===== src/rtl/sprite_anim_seq.sv =====
// sprite_anim_seq: turns IR commands into a 4-bit sprite tile index that steps on frame_tick.
// Define ANIM_PINGPONG_EN to make IDLE bounce 0..3..0 instead of wrapping 3->0.
module sprite_anim_seq #(
  parameter int STEP_FRAMES = 6
) (
  input  logic       clk,
  input  logic       reset_n,
  input  logic       frame_tick,
  input  logic       ir_valid,
  input  logic [1:0] ir_cmd,
  output logic       ir_ready,
  output logic [3:0] spriteState,
  output logic       jump_done
);
  typedef enum logic [1:0] {IDLE, WALK, JUMP} mode_t;
  mode_t      mode_q, mode_d, req;
  logic [7:0] cnt_q, cnt_d;
  logic [3:0] state_q, state_d;
  logic       pend_q, pend_d, ready_q, ready_d, done_q, done_d, chg;
`ifdef ANIM_PINGPONG_EN
  logic       dir_q, dir_d, up;
`endif
  function automatic logic [3:0] first(input mode_t m);
    return (m == WALK) ? 4'd4 : (m == JUMP) ? 4'd12 : 4'd0;
  endfunction
  always_comb begin
    mode_d  = mode_q;
    cnt_d   = cnt_q;
    pend_d  = pend_q;
    state_d = state_q;
    done_d  = 1'b0;
`ifdef ANIM_PINGPONG_EN
    dir_d   = dir_q;
    up      = dir_q ? (state_q != 4'd3) : (state_q == 4'd0);
`endif
    req = (ir_cmd == 2'b00) ? IDLE : (ir_cmd == 2'b01) ? WALK : (ir_cmd == 2'b10) ? JUMP : mode_q;
    chg = ir_valid && ready_q && (req != mode_q);
    // A mode change beats a coincident tick: the new sequence loads on that tick.
    if (chg) begin
      mode_d  = req;
      cnt_d   = 8'd0;
      pend_d  = !frame_tick;
      state_d = frame_tick ? first(req) : state_q;
`ifdef ANIM_PINGPONG_EN
      dir_d   = 1'b1;
`endif
    end else if (frame_tick) begin
      if (pend_q) begin
        state_d = first(mode_q);
        pend_d  = 1'b0;
        cnt_d   = 8'd0;
      end else if (cnt_q == 8'(STEP_FRAMES - 1)) begin
        cnt_d = 8'd0;
        if (mode_q == WALK) begin
          state_d = (state_q == 4'd11) ? 4'd4 : state_q + 4'd1;
        end else if (mode_q == JUMP) begin
          mode_d  = (state_q == 4'd15) ? IDLE : JUMP;
          done_d  = (state_q == 4'd15);
          state_d = (state_q == 4'd15) ? 4'd0 : state_q + 4'd1;
`ifdef ANIM_PINGPONG_EN
          dir_d   = 1'b1;
`endif
        end else begin
`ifdef ANIM_PINGPONG_EN
          dir_d   = up;
          state_d = up ? state_q + 4'd1 : state_q - 4'd1;
`else
          state_d = (state_q == 4'd3) ? 4'd0 : state_q + 4'd1;
`endif
        end
      end else begin
        cnt_d = cnt_q + 8'd1;
      end
    end
    // Ready stays low through the jump_done cycle and returns one cycle later.
    ready_d = (mode_d != JUMP) && !done_d;
  end
  always_ff @(posedge clk or negedge reset_n) begin
    if (!reset_n) begin
      mode_q  <= IDLE;
      cnt_q   <= 8'd0;
      state_q <= 4'd0;
      pend_q  <= 1'b0;
      ready_q <= 1'b1;
      done_q  <= 1'b0;
`ifdef ANIM_PINGPONG_EN
      dir_q   <= 1'b1;
`endif
    end else begin
      mode_q  <= mode_d;
      cnt_q   <= cnt_d;
      state_q <= state_d;
      pend_q  <= pend_d;
      ready_q <= ready_d;
      done_q  <= done_d;
`ifdef ANIM_PINGPONG_EN
      dir_q   <= dir_d;
`endif
    end
  end
  assign ir_ready    = ready_q;
  assign spriteState = state_q;
  assign jump_done   = done_q;
endmodule


===== config.mk =====
export PLATFORM = sky130hd
export DESIGN_NAME = sprite_anim_seq
export DESIGN_NICKNAME = d
export VERILOG_FILES = /design/src/rtl/sprite_anim_seq.sv
export SDC_FILE = /design/constraint.sdc
export NUM_CORES = 1
export LEC_CHECK = 0
export CAP_MARGIN = 20
export CORE_ASPECT_RATIO = 0.7
export CORE_MARGIN = 8
export CORE_UTILIZATION = 30
export CTS_BUF_LIST = sky130_fd_sc_hd__clkbuf_2 sky130_fd_sc_hd__clkbuf_4 sky130_fd_sc_hd__clkbuf_8
export CTS_CLUSTER_DIAMETER = 150
export DETAILED_ROUTE_END_ITERATION = 10
export GPL_TIMING_DRIVEN = 0
export PLACE_DENSITY = 0.57
export SYNTH_ARGS = -nofsm -noshare
export SYNTH_HDL_FRONTEND = slang
export SYNTH_SLANG_ARGS = --single-unit

===== constraint.sdc =====
create_clock -name clk -period 2.6 [get_ports clk]
set_input_delay 0.65 -clock clk [delete_from_list [all_inputs] [get_ports clk]]
set_output_delay 0.65 -clock clk [all_outputs]
set_load 0.02 [all_outputs]

# After elaboration in Yosys (flattened, before gate mapping)
# Index checks and enable logic that the tools add are counted.
# word_totals
register_bits,17
word_cells,65
# classes
add_sub_neg,2
eq_ne,12
mux,36
n_reduce_logical,9
# ops
cell,n
4-bit two-way mux,14
8-bit two-way mux,4
2-bit two-way mux,10
"8-bit by 1-bit adder with 8-bit output, second input constant",1
"4-bit == test, second input constant",2
"8-bit by 3-bit == test with 1-bit output, second input constant",1
1-bit two-way mux,8
"2-bit by 1-bit == test with 1-bit output, second input constant",3
"2-bit == test, second input constant",3
"4-bit by 1-bit adder with 4-bit output, second input constant",1
"4-bit by 2-bit == test with 1-bit output, second input constant",1
1-bit logical AND,3
3-bit nonzero test,1
1-bit zero test,2
2-bit zero test,1
2-bit != test,1
"2-bit != test, second input constant",1
2-bit AND reduction,1
2-bit nonzero test,1

# Longest topological paths before layout
# Gate-level depths: netlist of run 1.
# logic_depth
ltp_word,10
mapped_depth,7

# Worst setup path before layout of run 1
# OpenSTA, ideal clock, no wires.
# synth_timing
path_kind,input to register
startpoint,input port ir_cmd[0]
endpoint,register cnt_q[5]
setup_time_ns,0.079
t_arrival_ns,1.708
required_time_ns,2.521
path_slack_ns,0.813
cell_stages,5
path_cell_list,nand3b_1 -> o21ba_4 -> nor3_2 -> or4_1 -> a21oi_1
# synth_between
elab_chain_len,7
elab_cells_between_ends,10
cone_classes,eq/ne (3); mux (4); reduce/logical (3)
# synth_lines
element,line,rtl
"start, declared",10,"input logic [1:0] ir_cmd,"
2-bit == test,36,req = (ir_cmd == 2'b00) ? IDLE : (ir_cmd == 2'b01) ? WALK : (ir_cmd == 2'b10) ? JUMP : mode_q;
2-bit two-way mux (2 in a row),36,
2-bit two-way mux (*),36,
2-bit != test (*),37,chg = ir_valid && ready_q && (req != mode_q);
1-bit logical AND (*),37,
8-bit two-way mux / 2-bit nonzero test (equally long branches),n/a,
"end signal, assigned",91,cnt_q <= cnt_d;
"end, declared",17,"logic [7:0] cnt_q, cnt_d;"
# Mark *: on every way between the ends. The rest lies on a longest branch, timed or not.
# A chain may end at the register's enable or synchronous reset.

# Worst setup path in the final report of run 1
# layout_timing
startpoint,input port ir_cmd[0]
endpoint,"register state_q[0], in the netlist spriteState[0]"
# layout_between
elab_chain_len,8
elab_cells_between_ends,14
cone_classes,eq/ne (4); mux (6); reduce/logical (4)
# layout_lines
element,line,rtl
2-bit == test,36,
2-bit two-way mux (2 in a row),36,
2-bit two-way mux (*),36,
2-bit by 1-bit == test with 1-bit output / 2-bit != test (equally long branches),"24, 37",
4-bit two-way mux / 1-bit logical AND (equally long branches),"24, 37",
4-bit two-way mux / 3-bit nonzero test (equally long branches),n/a,
4-bit two-way mux / 2-bit AND reduction (equally long branches),n/a,
"end signal, assigned",92,state_q <= state_d;
"end, declared",18,"logic [3:0] state_q, state_d;"
# Mark *: on every way between the ends. The rest lies on a longest branch, timed or not. The select of a mux whose other input is x is not followed.

==> results of run 1 <==
==> registers in the layout (all words and copies together), names as in the netlist <==
signal	cells
pend_q	1
mode_q	2
spriteState	4
ir_ready	1
cnt_q	8
jump_done	1
==> worst max-delay path: cells and delay by family <==
kind	cells	cell delay, ps
buf+inv	1	460
simple gates	3	800
compound gates	2	490
==> per-layer routing <==
layer,vias to the layer above,part of all wire,track usage
met5,-,0,0
met4,0,0.010,0.0377
met3,2,0.057,0.0319
li1,472,-,-
met2,21,0.43,0.144
met1,465,0.51,0.129
==> cells by family after synthesis <==
family,count (synthesis),synth area share
XOR/XNOR,4,0.0320
multiplexers,1,0.0103
flip-flops,17,0.390
AND/OR/NAND/NOR,46,0.243
buffers and inverters,11,0.0389
adder cells (fa/ha/maj),6,0.0686
AO/OA/AOI/OAI,35,0.217
==> worst min path at each step <==
stage	cells after the start	endpoint	slack (ps)
6_report	2	cnt_q[7]	560
5_1_grt	2	cnt_q[6]	610
4_1_cts	2	cnt_q[7]	560
3_5_place_dp	2	cnt_q[7]	550
3_3_place_gp	2	cnt_q[7]	540
2_1_floorplan	0	cnt_q[0]	350
==> synthesized netlist by cell type (all sizes together), types with 3 or more instances <==
cell,number
inv,7
dfrtp,16
a21oi,10
nand4,3
ha,6
a22o,3
nor2,10
nand2,7
o31ai,4
nand3,6
nor3,4
o21ai,7
==> stage by stage <==
step                setup slack (ps)  std cells  utilization  instance area [sq um]
detailed placement               166        180        0.358                   1260
CTS                              426        184        0.372                   1310
global placement                 218        180        0.358                   1260
finish                           380        184        0.372                   1310
global route                     246        184        0.372                   1310
floorplan                        813        120            -                   1090
==> power by group through the flow <==
| stage | sequential, mW | clock, mW | combinational, mW |
|---|---|---|---|
| 2_1_floorplan | 0.441 | 0 | 0.208 |
| 3_3_place_gp | 0.430 | 0 | 0.325 |
| 3_5_place_dp | 0.432 | 0 | 0.335 |
| 4_1_cts | 0.428 | 0.217 | 0.336 |
| 5_1_grt | 0.444 | 0.231 | 0.375 |
| 6_report | 0.430 | 0.206 | 0.333 |
==> area by class of cell <==
class	instances	area (sq um)
fillers	378	2210
plain buffers	3	12.5
well taps	50	62.6
multi-input cells	92	626
clock buffers	4	48.8
inverters	8	30.0
flip-flops and latches	17	427
repair buffers	10	100
==> flow_results.org, run 1 <==
** Synthesis
- Counting flops with an async set or reset pin after synthesis yields a share of 1.00.
- The number of nets in the synthesized netlist is 132.
- Ranked by total cell area, the synthesized netlist is headed by dfrtp_1 (37%), ha_1 (6.9%), a21oi_1 (4.6%).
- Top FF cell, synth :: dfrtp_1
- The synthesized design contains 17 register bits.
- Largest area contributor in the netlist :: dfrtp_1
- Number of flops mapped to enable cells by yosys :: 0
- Synthesized area per cell :: 9.12 sq um
- Count of synthesis-stage warnings from yosys :: 0
- For this run, the register share of the synthesized area comes to 0.390.
- The share of synthesized area in the top cell type comes to 0.366.
- After synthesis, the netlist uses 45 different library cells.
- Post-synthesis instance area :: 0.00109 sq mm
- The cell count after synthesis came out at 120.

** Power
- Switching power as a share of total power :: 0.362
- Dividing total power by cell area gives a power density of 742 mW/mm^2.
- Power comes to 0.969 mW.
- Summed over all nets, the switching power comes to 0.350 mW.
- Internal cell power :: 0.618 mW
- Reported leakage power :: 0.556 nW
- The share of total power dissipated in combinational logic is 0.343.
- Clock network fraction of design power :: 0.213
- The worst-case IR drop observed on VDD is 0.215 mV.
- Register share of total power :: 0.444

** Routing
- Dividing the detail-routed via count by the number of cells gives 5.22.
- Count of TritonRoute iterations in the first routing pass :: 5
- DRT iter0 DRCs :: 113
- The detailed router placed 960 vias in this run.
- Average detailed-routed wire length per instance :: 14.0 um
- Once detail routing completed, the nets flagged for antenna violations numbered 0.
- In the routed design, unresolved DRC markers number 0.
- Total Wirelength :: 2.58 mm

** Critical path
- Reg2reg setup slack :: 810 ps
- For this run, the slowest stage of the critical path takes 460 ps.
- The worst setup path is launched from an input pin.
- Type of the worst setup path :: input pin to flip-flop
- The startpoint identified for the worst register-to-register timing path is mode_q[0].
- The endpoint identified for the worst register-to-register timing path is spriteState[0].
- Data on the critical path arrives at its endpoint at 2410 ps.
- The most critical setup path has its startpoint at ir_cmd[0].
- R2r worst-path depth :: 5
- Crit. End Element :: flip-flop
- CP cell instances :: clkdlybuf4s50_1 > nor2b_1 > o21ai_1 > nand2_1 > nor4_1 > a22o_1
- Slowest cell on the critical path :: clkdlybuf4s50_1
- Along the worst path, the maximum fanout reaches 6.
- The most critical setup path has its endpoint at spriteState[0].
- Data on the critical path is required at its endpoint by 2790 ps.

** Global route
- Antenna violations before repair :: 0
- For this run, the total global-route usage over all layers was measured as 0.0978.
- The number of global-route vias before repair came to 958.
- Pin count of the biggest net entering global routing :: 18
- Remaining global-route overflow :: 0
- Wire length of the first global-routing pass :: 4.50 mm

** CTS
- CTS tree :: yes
- Maximum clock path buffer count :: 2
- Clk Latency, worst-skew pair :: 250 ps
- CTS built an H-tree with a depth of 1.
- Number of gates given a new drive strength after cts :: 0
- After clock tree synthesis, the clock-pin slew on the worst setup and hold paths is 60 ps.
- Num CTS Buffers :: 3
- In this run the clock root is driven by a clkbuf_8.
- Once the clock tree was built, the setup fixing pass inserted 0 buffers.
- For this design, the sink count on the clock tree is 17.
- Buffers inserted to repair hold after CTS numbered 0.

** Cells and area
- From synthesis to final layout, the design area changed by 19.3%.
- # nets final :: 147
- The library cell used most frequently in the layout, excluding fill and tap cells, is dfrtp_1.
- In the final layout, the share of cells above drive strength 1 is 0.0821.
- Leaving out fill and tap cells, the most frequent cells in the layout are dfrtp_1 (16), a21oi_1 (10), clkdlybuf4s50_1 (10), nor2_1 (9).
- The repair_antennas step left the layout with diodes totalling 0.

** STA
- Setup repair after global routing left no endpoint under its margin.
- At the pin with the least slew margin, the transition time is 754 ps.
- Setup TNS :: 0 ps
- The max-slew violation total from the final report was 0.
- The worst pin sits at a relative slew slack of 0.495.
- Final cycle utilization of the critical path :: 0.854
- Hold timing on the final database bottoms out at a slack of 558 ps.
- Fin. Hold Viols :: 0
- Shortest clock period the worst path allows after layout :: 2220 ps
- Setup violations remaining at the end of the flow were counted as 0.
- For this run, the top clock speed supported by timing is 451 MHz.
- For the final database, setup skew stands at 2.36 ps.

** Worst hold path
- Hold wc startpoint :: cnt_q[7]
- In this run the worst hold path is classified as flip-flop to flip-flop.

** Floorplanning
- In this run the horizontal extent of the chip is 88.2 um.
- I/O Pins :: 12
- Die Outline Area :: 0.00587 sq mm
- Std cell rows :: 18
- After floorplanning, the core was sized to cover 0.00351 sq mm.
- Vertical extent of the die :: 66.5 um
- Initial Util :: 0.312

** Placement
- Detailed placement finished with a half-perimeter wire length of 1.97 mm.
- GPL Wtd Cong :: 0.803
- Port Buf Inserts :: 10

** Flow run
- Max-cap violations in this run came to 0.

** Status
- Status :: complete, no violations
(Power assumes the default switching activity.)
==> inputs of run 2 (changes only) <==
- SLEW_MARGIN: not set -> 30
==> results of run 2 <==
Final layout, timing and power as in run 1 (identical DEF).
==> inputs of run 3 (changes only) <==
- PLACE_DENSITY: 0.57 -> 0.5
- SKIP_LAST_GASP: not set -> 1
==> run 3 against run 2 <==
  * Hold slack improved by 11 ps
  * Count of clock-buffer cells in the layout unchanged
  * Die area did not move
  * Critical path depth stayed put
  * Combinational power about the same
  * Core utilization unchanged
  * Largest power group unchanged
  * Setup slack gained 26 ps
  * Sequential share of layout area is the same
==> flow_results.org, run 3 (synthesis results as in run 1) <==
** Status
- The flow ran to the end, and the final reports show no timing, DRC or antenna violations.

** STA
- Largest clock skew in the final design :: 0.931 ps
- Setup repair after global routing left no endpoint under its margin.
- Based on the critical path, the design can be clocked at up to 456 MHz.
- Hold timing on the final database bottoms out at a slack of 569 ps.
- The worst path meets setup with 406 ps of slack.
- The final hold violation count was 0.
- In the final timing run, aggregate negative setup slack is 0 ps.
- The worst pin sits at a relative slew slack of 0.490.
- Shortest clock period the worst path allows after layout :: 2190 ps
- Dividing the final minimum period by the clock period gives 0.844.
- Final count of pins violating max slew :: 0
- For the pin with the worst max-slew slack, the measured transition is 762 ps.
- Final-report setup violation count :: 0

** Flow run
- The tool flagged a number of max-cap violations equal to 0.

** Power
- Power per Cell Area :: 746 mW/mm^2
- Combinational share of power :: 0.343
- Reported leakage power :: 0.556 nW
- Clock network fraction of design power :: 0.213
- Overall power of the completed layout :: 0.974 mW
- Switching power as a share of total power :: 0.364
- Maximum vdd ir drop :: 0.199 mV
- Internal cell power :: 0.619 mW
- Power spent charging and discharging nets :: 0.355 mW
- Of the total power, registers draw 0.444.

** Cells and area
- The finished cells cover 0.00131 sq mm.
- Sequential cell area :: 427 sq um
- The final layout contains 147 nets.
- Area taken by multi-input logic gates :: 626 sq um
- From synthesis to final layout, the design area changed by 19.3%.
- Largest register FFs :: 8
- Share of final-layout standard cells stronger than drive strength 1 :: 0.0821
- Most common library cell in the layout ignoring fill and taps :: dfrtp_1
- Leaving out filler cells and counting taps, the final layout contains 184.
- Number of fill cells :: 383
- Diode count :: 0
- Ranked by flip-flop count, first place goes to cnt_q.
- At the end of the flow the core is filled with cells to 0.372.
- In the layout the commonest cells are dfrtp_1 (16), a21oi_1 (10), clkdlybuf4s50_1 (10), nor2_1 (9).

** Worst hold path
- The min-delay analysis places its worst path in the category flip-flop to flip-flop.
- Hold wc startpoint :: spriteState[1]

** CTS
- Clk slew on worst S/H paths :: 60 ps
- Clk Latency, worst-skew pair :: 250 ps
- Maximum clock path buffer count :: 2
- Once the clock tree was built, the resizer swapped 0 gates to a different size.
- The number of setup buffers added after CTS is 0.
- H-tree depth reported by CTS :: 1
- CTS tree :: yes
- Post-CTS Hold Fix Bufs :: 0
- Number of clock sinks :: 17
- Counting the buffers created by CTS gives 3.
- Master cell of the clock root buffer :: clkbuf_8

** Critical path
- Origin of the critical flop-to-flop path :: mode_q[0]
- Crit. End Element :: flip-flop
- Crit-path max FO :: 6
- STA puts the critical path data required time at 2790 ps.
- CP arrival :: 2380 ps
- The most critical setup path has its startpoint at ir_cmd[1].
- The critical path is of the input pin to flip-flop type.
- Critical path launch point type :: input pin

** Global route
- Entering global routing, the biggest net connects 18 pins.
- The initial antenna violation count was 0.
- Across every metal layer, demand over resource in global routing totals 0.0997.
- Summed over all layers, the global routing overflow is 0.
- The number of global-route vias before repair was 960.
- The first global-routing pass estimated 4.57 mm of wire.

** Routing
- The detail route stage leaves a number of antenna-violating nets equal to 0.
- Before antenna repair, the detailed router went through 4 iterations.
- After detailed routing, the total wire length is 2.65 mm.
- The final route contains 948 vias.
- In the routed layout, each cell is associated on average with a via count of 5.15.
- DRT iter0 DRCs :: 66
- In the routed design, unresolved DRC markers number 0.
- Average detailed-routed wire length per instance :: 14.4 um

** Placement
- GPL Wtd Cong :: 0.777
- Post-detailed-placement half-perimeter wirelength :: 2.01 mm
- Port Buf Inserts :: 10
- In this run the cell area measured after placement is 0.00126 sq mm.
- Once placement completed, the tool counted placed cells totaling 180.
- OpenSTA, run right after detailed placement, puts the worst setup slack at 153 ps.

** Floorplanning
- Vertical extent of the die :: 66.5 um
- Placeable core area :: 0.00351 sq mm
- The floorplan has 18 rows.
- Initial Util :: 0.312
- During I/O placement, the number of pins put on the boundary was 12.
- Chip Width :: 88.2 um
- The die covers 0.00587 sq mm.
## run 3: cell counts in the layout (fill, tap and decap cells not counted)
No cell type changed its count.
## run 3: layout make-up
| class | instances | share of cell area |
|---|---|---|
| Clock buffer | 4 | 0.0374 |
| Inverter | 8 | 0.0230 |
| Tap cell | 50 | 0.0479 |
| Timing Repair Buffer | 10 | 0.0766 |
| Sequential cell | 17 | 0.327 |
| Multi-Input combinational cell | 92 | 0.479 |
| Buffer | 3 | 0.00958 |
## run 3: layer usage
metal  share of wire  vias to the layer above  track usage
met4           0.010                        0       0.0252
met2            0.42                       16        0.151
met3           0.040                        2       0.0332
met1            0.53                      458        0.132
li1                -                      472            -
met5               0                        -            0
## run 3: power groups by stage
stage / Combinational [mW] / Clock, mW / Sequential, mW
finish: 0.334 / 0.208 / 0.433
global route: 0.381 / 0.229 / 0.449
CTS: 0.338 / 0.212 / 0.432
detailed placement: 0.338 / 0 / 0.436
global placement: 0.329 / 0 / 0.432
floorplan: 0.208 / 0 / 0.441
## run 3: path summary, 6_finish.rpt
| path | end | slack, ps | cells past startpoint |
|---|---|---|---|
| min in group asynchronous | cnt_q[6] | 850 | 1 |
| worst min-delay path | spriteState[1] | 570 | 1 |
| max in group asynchronous | spriteState[2] | 1280 | 1 |
| worst min register to register | spriteState[1] | 570 | 1 |
| worst max register to register | spriteState[0] | 840 | 5 |
| worst max-delay path | spriteState[0] | 410 | 6 |
## run 3: worst max-delay path, stage by stage
cell             delay [ps]
clkdlybuf4s50_1         500
and3b_1                 210
o21ai_1                 190
nand2_1                 240
nor4_1                  390
a22o_1                  190
